===== config.mk =====
export PLATFORM = sky130hd
export DESIGN_NAME = rr_arbiter4
export DESIGN_NICKNAME = d
export VERILOG_FILES = /design/src/rtl/arb_pkg.sv /design/src/rtl/gnt_decoder.sv /design/src/rtl/rr_arbiter4.sv
export SDC_FILE = /design/constraint.sdc
export NUM_CORES = 1
export LEC_CHECK = 0
export ABC_CLOCK_PERIOD_IN_PS = 4400
export CAP_MARGIN = 20
export CORE_MARGIN = 2
export CORE_UTILIZATION = 56
export DETAILED_ROUTE_END_ITERATION = 10
export PLACE_DENSITY = 0.82
export SLEW_MARGIN = 20
export SYNTH_ARGS = -nofsm -noshare
export SYNTH_HDL_FRONTEND = slang
export SYNTH_HIERARCHICAL = 1
export SYNTH_SLANG_ARGS = --single-unit

===== constraint.sdc =====
create_clock -name clk -period 4.4 [get_ports clk]
set_input_delay 1.1 -clock clk [delete_from_list [all_inputs] [get_ports clk]]
set_output_delay 1.1 -clock clk [all_outputs]
set_load 0.01 [all_outputs]

===== src/rtl/arb_pkg.sv =====
// arb_pkg: shared state encoding and sizing constants for the round-robin arbiter
package arb_pkg;
  localparam int NREQ = 4;
  localparam int IDW = 2;
  typedef enum logic {IDLE = 1'b0, GRANT = 1'b1} state_e;
endpackage


===== src/rtl/gnt_decoder.sv =====
// gnt_decoder: 2x4 decoder with enable that turns the holder index into one-hot select lines
module gnt_decoder
  import arb_pkg::*;
(
  input  logic [IDW-1:0]  gnt_id,
  input  logic            gnt_valid,
  output logic [NREQ-1:0] gnt
);
  // one-hot select for the holder, all-zero when no grant is active
  always_comb gnt = gnt_valid ? NREQ'(1) << gnt_id : '0;
endmodule


===== src/rtl/rr_arbiter4.sv =====
// rr_arbiter4: four-requester round-robin arbiter with release on done, withdraw or hold timeout
module rr_arbiter4
  import arb_pkg::*;
#(
  parameter int unsigned HOLD_MAX = 8
) (
  input  logic            clk,
  input  logic            rst,
  input  logic [NREQ-1:0] req,
  input  logic            done,
  output logic [NREQ-1:0] gnt,
  output logic [IDW-1:0]  gnt_id,
  output logic            gnt_valid
);
  localparam logic [7:0] HOLD_LAST = 8'(HOLD_MAX - 1);
  state_e         state_q, state_d;
  logic [IDW-1:0] ptr_q, ptr_d, id_q, id_d;
  logic           valid_q, valid_d;
  logic [7:0]     hold_q, hold_d;
  logic           release_c;
  function automatic logic [IDW-1:0] pick(input logic [NREQ-1:0] r, input logic [IDW-1:0] p);
    logic [IDW-1:0] idx, c;
    idx = p;
    for (int k = NREQ - 1; k >= 0; k--) begin
      c = p + IDW'(k);
      if (r[c]) idx = c;
    end
    return idx;
  endfunction
  // next-state: grant the first requester from ptr in IDLE, release on done/withdraw/timeout in GRANT
  always_comb begin
    state_d   = state_q;
    ptr_d     = ptr_q;
    id_d      = id_q;
    valid_d   = valid_q;
    hold_d    = hold_q;
    release_c = done || !req[id_q] || (HOLD_MAX != 0 && hold_q == HOLD_LAST);
    if (state_q == IDLE) begin
      if (|req) begin
        id_d    = pick(req, ptr_q);
        valid_d = 1'b1;
        hold_d  = '0;
        state_d = GRANT;
      end
    end else if (release_c) begin
      ptr_d   = id_q + IDW'(1);
      valid_d = 1'b0;
      state_d = IDLE;
    end else begin
      hold_d = hold_q == 8'hff ? hold_q : hold_q + 8'd1;
    end
  end
  // state registers, synchronous reset has priority over every input
  always_ff @(posedge clk) begin
    if (rst) begin
      state_q <= IDLE;
      ptr_q   <= '0;
      id_q    <= '0;
      valid_q <= 1'b0;
      hold_q  <= '0;
    end else begin
      state_q <= state_d;
      ptr_q   <= ptr_d;
      id_q    <= id_d;
      valid_q <= valid_d;
      hold_q  <= hold_d;
    end
  end
  assign gnt_id    = id_q;
  assign gnt_valid = valid_q;
  gnt_decoder u_dec (
    .gnt_id   (id_q),
    .gnt_valid(valid_q),
    .gnt      (gnt)
  );
endmodule

==> report_table.html <==
<table>
<tr><th>Metric</th><th>Value</th></tr>
<tr><th colspan="2">Clock network</th></tr>
<tr><td>Latest clock arrival within the worst-skew pair</td><td>0.28 ns</td></tr>
<tr><td>Clock tree root driver cell</td><td>sky130_fd_sc_hd__clkbuf_4</td></tr>
<tr><td>Post-CTS setup repair buffer count</td><td>0</td></tr>
<tr><td>Resized Gates After CTS</td><td>0</td></tr>
<tr><td>Clock sink total</td><td>14</td></tr>
<tr><td>Maximum level of the CTS H-tree</td><td>1</td></tr>
<tr><td>Clock tree from TritonCTS</td><td>built</td></tr>
<tr><td>Cts bufs inserted</td><td>3</td></tr>
<tr><td>Register clock-pin slew on the reported worst setup and hold paths</td><td>0.08 ns</td></tr>
<tr><td>Hold bufs inserted after CTS</td><td>0</td></tr>
<tr><td>Max Root-Sink Buffers</td><td>2</td></tr>
<tr><th colspan="2">Final layout</th></tr>
<tr><td>Number of nets at the end of the flow</td><td>127</td></tr>
<tr><td>Share of layout cells above drive strength 1</td><td>14.5%</td></tr>
<tr><td>Number of diodes</td><td>0</td></tr>
<tr><td>Layout Area Growth over Synthesis</td><td>14.0%</td></tr>
<tr><td>Non-filler cells, final</td><td>133</td></tr>
<tr><td>Post-route cell area</td><td>1080 um2</td></tr>
<tr><td>Post-layout utilization of the core</td><td>70.0%</td></tr>
<tr><th colspan="2">Setup path</th></tr>
<tr><td>Worst R2R Setup Slack</td><td>2.48 ns</td></tr>
<tr><td>Worst reg2reg endpoint</td><td>hold_q[1]$_SDFFE_PP0P_</td></tr>
<tr><td>R2R depth</td><td>4</td></tr>
<tr><td>Maximum net fanout on the critical path</td><td>11</td></tr>
<tr><td>Data required, critical path</td><td>4.62 ns</td></tr>
<tr><td>Type of element launching the critical path</td><td>primary input</td></tr>
<tr><td>Termination of the worst setup path</td><td>hold_q[6]$_SDFFE_PP0P_</td></tr>
<tr><td>Max stage delay on crit path</td><td>0.60 ns</td></tr>
<tr><td>Logic depth of the worst setup path including buffers</td><td>5</td></tr>
<tr><td>Crit path launch</td><td>req[3]</td></tr>
<tr><td>Type of element capturing the critical path</td><td>flop</td></tr>
<tr><td>Buffers plus inverters on the worst setup path</td><td>1</td></tr>
<tr><td>Crit path kind</td><td>primary input to flop</td></tr>
<tr><td>Critical path arrival</td><td>2.99 ns</td></tr>
<tr><td>Slowest cell on the critical path</td><td>sky130_fd_sc_hd__clkdlybuf4s50_1</td></tr>
<tr><td>Startpoint of the worst-slack reg-to-reg timing path</td><td>hold_q[3]$_SDFFE_PP0P_</td></tr>
<tr><td>Largest delay contributor family on the critical path</td><td>compound AO/OA/AOI/OAI gates</td></tr>
<tr><td>List of cells traversed by the critical path</td><td>clkdlybuf4s50_1 &gt; mux4_2 &gt; o211ai_2 &gt; a2111oi_2 &gt; mux2i_1</td></tr>
<tr><th colspan="2">Synthesis</th></tr>
<tr><td>Sequential area share after synthesis</td><td>29.6%</td></tr>
<tr><td>Combinational family with the most area after synthesis</td><td>compound AO/OA/AOI/OAI gates</td></tr>
<tr><td>Area share of fa/ha/maj cells after synthesis</td><td>1.32%</td></tr>
<tr><td>Gate count after technology mapping</td><td>106</td></tr>
<tr><td>Synth warn</td><td>6</td></tr>
<tr><td>Post-synthesis share of cell area spent on and, or, nand and nor gates</td><td>26.7%</td></tr>
<tr><td>Netlist cell types</td><td>44</td></tr>
<tr><td>Share of synthesized flip-flops with an asynchronous set or reset</td><td>0%</td></tr>
<tr><td>Seq cells post-synth</td><td>14</td></tr>
<tr><td>Netlist area before placement</td><td>946 um2</td></tr>
<tr><td>Net count after synthesis</td><td>114</td></tr>
<tr><td>Multiplexer share of the synthesized area</td><td>5.56%</td></tr>
<tr><td>Post-synth EDFFs</td><td>0</td></tr>
<tr><td>Complex-gate fraction of the synthesized area</td><td>29.6%</td></tr>
<tr><td>Xor and xnor fraction of the mapped netlist area</td><td>0.926%</td></tr>
<tr><td>Mean post-synth cell area</td><td>8.92 um2</td></tr>
<tr><td>Top FF cell, synth</td><td>sky130_fd_sc_hd__dfxtp_1</td></tr>
<tr><th colspan="2">GRT</th></tr>
<tr><td>Global router's overall resource usage</td><td>24.2%</td></tr>
<tr><td>Total congestion overflow after global routing</td><td>0</td></tr>
<tr><td>Met1 usage</td><td>35.0%</td></tr>
<tr><td>Number of antenna violations at the first check in global routing</td><td>0</td></tr>
<tr><td>Number of global-route vias before repair</td><td>825</td></tr>
<tr><td>Most used routing layer in global routing</td><td>met2</td></tr>
<tr><td>Maximum number of pins on one net before global-route repair</td><td>13</td></tr>
<tr><td>Global-route wire length before repair</td><td>3620 um</td></tr>
<tr><td>Met3 usage in global routing</td><td>4.00%</td></tr>
<tr><td>Grt met2 use</td><td>36.0%</td></tr>
<tr><th colspan="2">Place</th></tr>
<tr><td>Placed Cells incl. Taps</td><td>130</td></tr>
<tr><td>Post-DP HPWL</td><td>1510 um</td></tr>
<tr><td>Instance area after placement</td><td>1060 um2</td></tr>
<tr><td>Number of buffer cells added on primary ports</td><td>13</td></tr>
<tr><td>Routability Congestion</td><td>0.901</td></tr>
<tr><th colspan="2">STA</th></tr>
<tr><td>Worst Clk Skew</td><td>0.00299 ns</td></tr>
<tr><td>Summed negative setup slack over all endpoints</td><td>0 ns</td></tr>
<tr><td>Setup violations, final</td><td>0</td></tr>
<tr><td>Fraction of the cycle the final worst path needs</td><td>63.1%</td></tr>
<tr><td>Worst-case headroom to the max-slew limit</td><td>60.2%</td></tr>
<tr><td>Final Slew Violations</td><td>0</td></tr>
<tr><td>Final hold violation count</td><td>0</td></tr>
<tr><td>Min Clock Period, post-route</td><td>2.77 ns</td></tr>
<tr><td>Maximum frequency from static timing analysis</td><td>0.360 GHz</td></tr>
<tr><td>Setup repair after global routing missed its margin</td><td>no</td></tr>
<tr><td>Hold Slack</td><td>0.494 ns</td></tr>
<tr><td>Least-Margin Pin Slew</td><td>0.595 ns</td></tr>
<tr><th colspan="2">Power</th></tr>
<tr><td>Worst ir drop on vdd</td><td>183 uV</td></tr>
<tr><td>Pwr dens</td><td>260 nW/um2</td></tr>
<tr><td>P_leak</td><td>0.358 nW</td></tr>
<tr><th colspan="2">Routing</th></tr>
<tr><td>Count of antenna-violating nets left after detailed routing</td><td>0</td></tr>
<tr><td>Initial detailed-routing violation count</td><td>31</td></tr>
<tr><td>Vias</td><td>861</td></tr>
<tr><td>Routed wire length</td><td>2030 um</td></tr>
<tr><td>Average wire length per cell after detail routing</td><td>15.3 um</td></tr>
<tr><td>Count of unresolved DRC violations after routing</td><td>0</td></tr>
<tr><td>Via density</td><td>6.47</td></tr>
<tr><td>Number of iterations in the first detailed-routing pass</td><td>4</td></tr>
<tr><th colspan="2">Floorplan</th></tr>
<tr><td>Placement Rows</td><td>14</td></tr>
<tr><td>I/O pin count</td><td>14</td></tr>
<tr><td>Effective utilization at floorplan</td><td>61.4%</td></tr>
<tr><td>Width of the chip</td><td>45.1 um</td></tr>
<tr><td>Area inside the core boundary</td><td>1540 um2</td></tr>
<tr><td>Vertical extent of the die</td><td>45.1 um</td></tr>
<tr><td>Die footprint</td><td>2030 um2</td></tr>
<tr><th colspan="2">Hold path</th></tr>
<tr><td>Path type of the worst min-delay path</td><td>flop to flop</td></tr>
<tr><th colspan="2">Flow run</th></tr>
<tr><td>Count of max-cap constraint violations</td><td>0</td></tr>
<tr><th colspan="2">Outcome</th></tr>
<tr><td>Outcome</td><td>complete, no violations</td></tr>
</table>
worst min path at each step:
stage | startpoint | to | slack (ns) | depth (start not counted)
2_1_floorplan | hold_q[7]$_SDFFE_PP0P_ | hold_q[7]$_SDFFE_PP0P_ | 0.45 | 2
3_3_place_gp | hold_q[6]$_SDFFE_PP0P_ | hold_q[6]$_SDFFE_PP0P_ | 0.47 | 2
3_5_place_dp | hold_q[6]$_SDFFE_PP0P_ | hold_q[6]$_SDFFE_PP0P_ | 0.48 | 2
4_1_cts | hold_q[6]$_SDFFE_PP0P_ | hold_q[6]$_SDFFE_PP0P_ | 0.49 | 2
5_1_grt | hold_q[6]$_SDFFE_PP0P_ | hold_q[6]$_SDFFE_PP0P_ | 0.54 | 2
6_report | hold_q[6]$_SDFFE_PP0P_ | hold_q[6]$_SDFFE_PP0P_ | 0.49 | 2
cell families after synthesis:
logic type	count (synthesis)
flops	14
mux	4
fa+ha+maj	1
simple gates	43
xor+xnor	1
buf+inv	10
compound gates	33
power breakdown:
group          total (mW)  internal, mW  switching, mW  leakage [nW]
clock network      0.0723        0.0318         0.0405        0.0138
logic              0.0625        0.0317         0.0308         0.230
registers           0.145         0.133         0.0120         0.114
total               0.280         0.197         0.0833         0.358
per-stage QoR:
step                      setup slack (ns)  power [mW]
final                                 1.63       0.280
after global routing                  1.49       0.295
after CTS                             1.63       0.281
after detailed placement              1.33       0.210
after global placement                1.36       0.208
after floorplan                       2.15       0.187
sequential cells by signal, summed over array words and instances (netlist names):
name,cells
gnt_id,2
hold_q,8
state_q,1
ptr_q,2
gnt_valid,1
Yosys cell counts (2+ instances only):
cell type | instances | share of area [%]
sky130_fd_sc_hd__o211ai_1 | 2 | 1.6
sky130_fd_sc_hd__and3b_1 | 2 | 1.9
sky130_fd_sc_hd__o211ai_2 | 2 | 2.6
sky130_fd_sc_hd__a2111o_1 | 3 | 3.6
sky130_fd_sc_hd__a311oi_1 | 2 | 1.9
sky130_fd_sc_hd__nor2_1 | 4 | 1.6
sky130_fd_sc_hd__nand3b_1 | 2 | 1.6
sky130_fd_sc_hd__nand4_1 | 4 | 2.6
sky130_fd_sc_hd__inv_1 | 5 | 2.0
sky130_fd_sc_hd__a21oi_1 | 5 | 2.6
sky130_fd_sc_hd__a211oi_1 | 2 | 1.6
sky130_fd_sc_hd__and3_1 | 2 | 1.3
sky130_fd_sc_hd__a211oi_2 | 2 | 2.6
sky130_fd_sc_hd__nand2_1 | 8 | 3.2
sky130_fd_sc_hd__nor3_1 | 2 | 1.1
sky130_fd_sc_hd__nand2b_1 | 4 | 2.6
sky130_fd_sc_hd__or2_2 | 2 | 1.3
sky130_fd_sc_hd__o21ai_0 | 4 | 2.1
sky130_fd_sc_hd__o2111ai_1 | 2 | 1.9
sky130_fd_sc_hd__nor2b_1 | 3 | 2.0
sky130_fd_sc_hd__dfxtp_1 | 14 | 30
sky130_fd_sc_hd__mux2i_1 | 3 | 3.2
sky130_fd_sc_hd__clkbuf_1 | 2 | 0.79
sky130_fd_sc_hd__nand3_1 | 5 | 2.6
cell type report:
| type | count | area [um2] |
|---|---|---|
| Timing Repair Buffer | 13 | 130 |
| Multi-Input combinational cell | 82 | 607 |
| Sequential cell | 14 | 280 |
| Clock buffer | 3 | 22.5 |
| Fill cell | 130 | 463 |
| Tap cell | 16 | 20.0 |
| Inverter | 5 | 18.8 |
worst reg2reg max path: stages (launching register included):
cell and delay (ns):
sky130_fd_sc_hd__dfxtp_1 0.38, sky130_fd_sc_hd__or4_4 0.59, sky130_fd_sc_hd__o211ai_2 0.53, sky130_fd_sc_hd__a21oi_2 0.14, sky130_fd_sc_hd__o32ai_2 0.20
placed cells by master (no fill, tap or decap), drive strengths merged, types with 3 or more instances in the layout:
cell type,synthesis,routed
and3,3,3
clkbuf,3,3
nand3,5,5
inv,5,5
nor2b,3,3
nand4,4,4
nor2,4,4
o211ai,4,4
clkdlybuf4s50,0,13
dfxtp,14,14
a2111o,3,3
nand2,8,8
nand2b,4,4
mux2i,3,3
a211oi,4,4
o21ai,5,5
a21oi,6,6
metal layers:
layer	wire [um]	vias to the layer above
met5	0	-
met2	889	30
met1	1000	391
met3	107	5
met4	29	0
li1	-	435
Note: power is estimated with default switching activity, not from simulation.
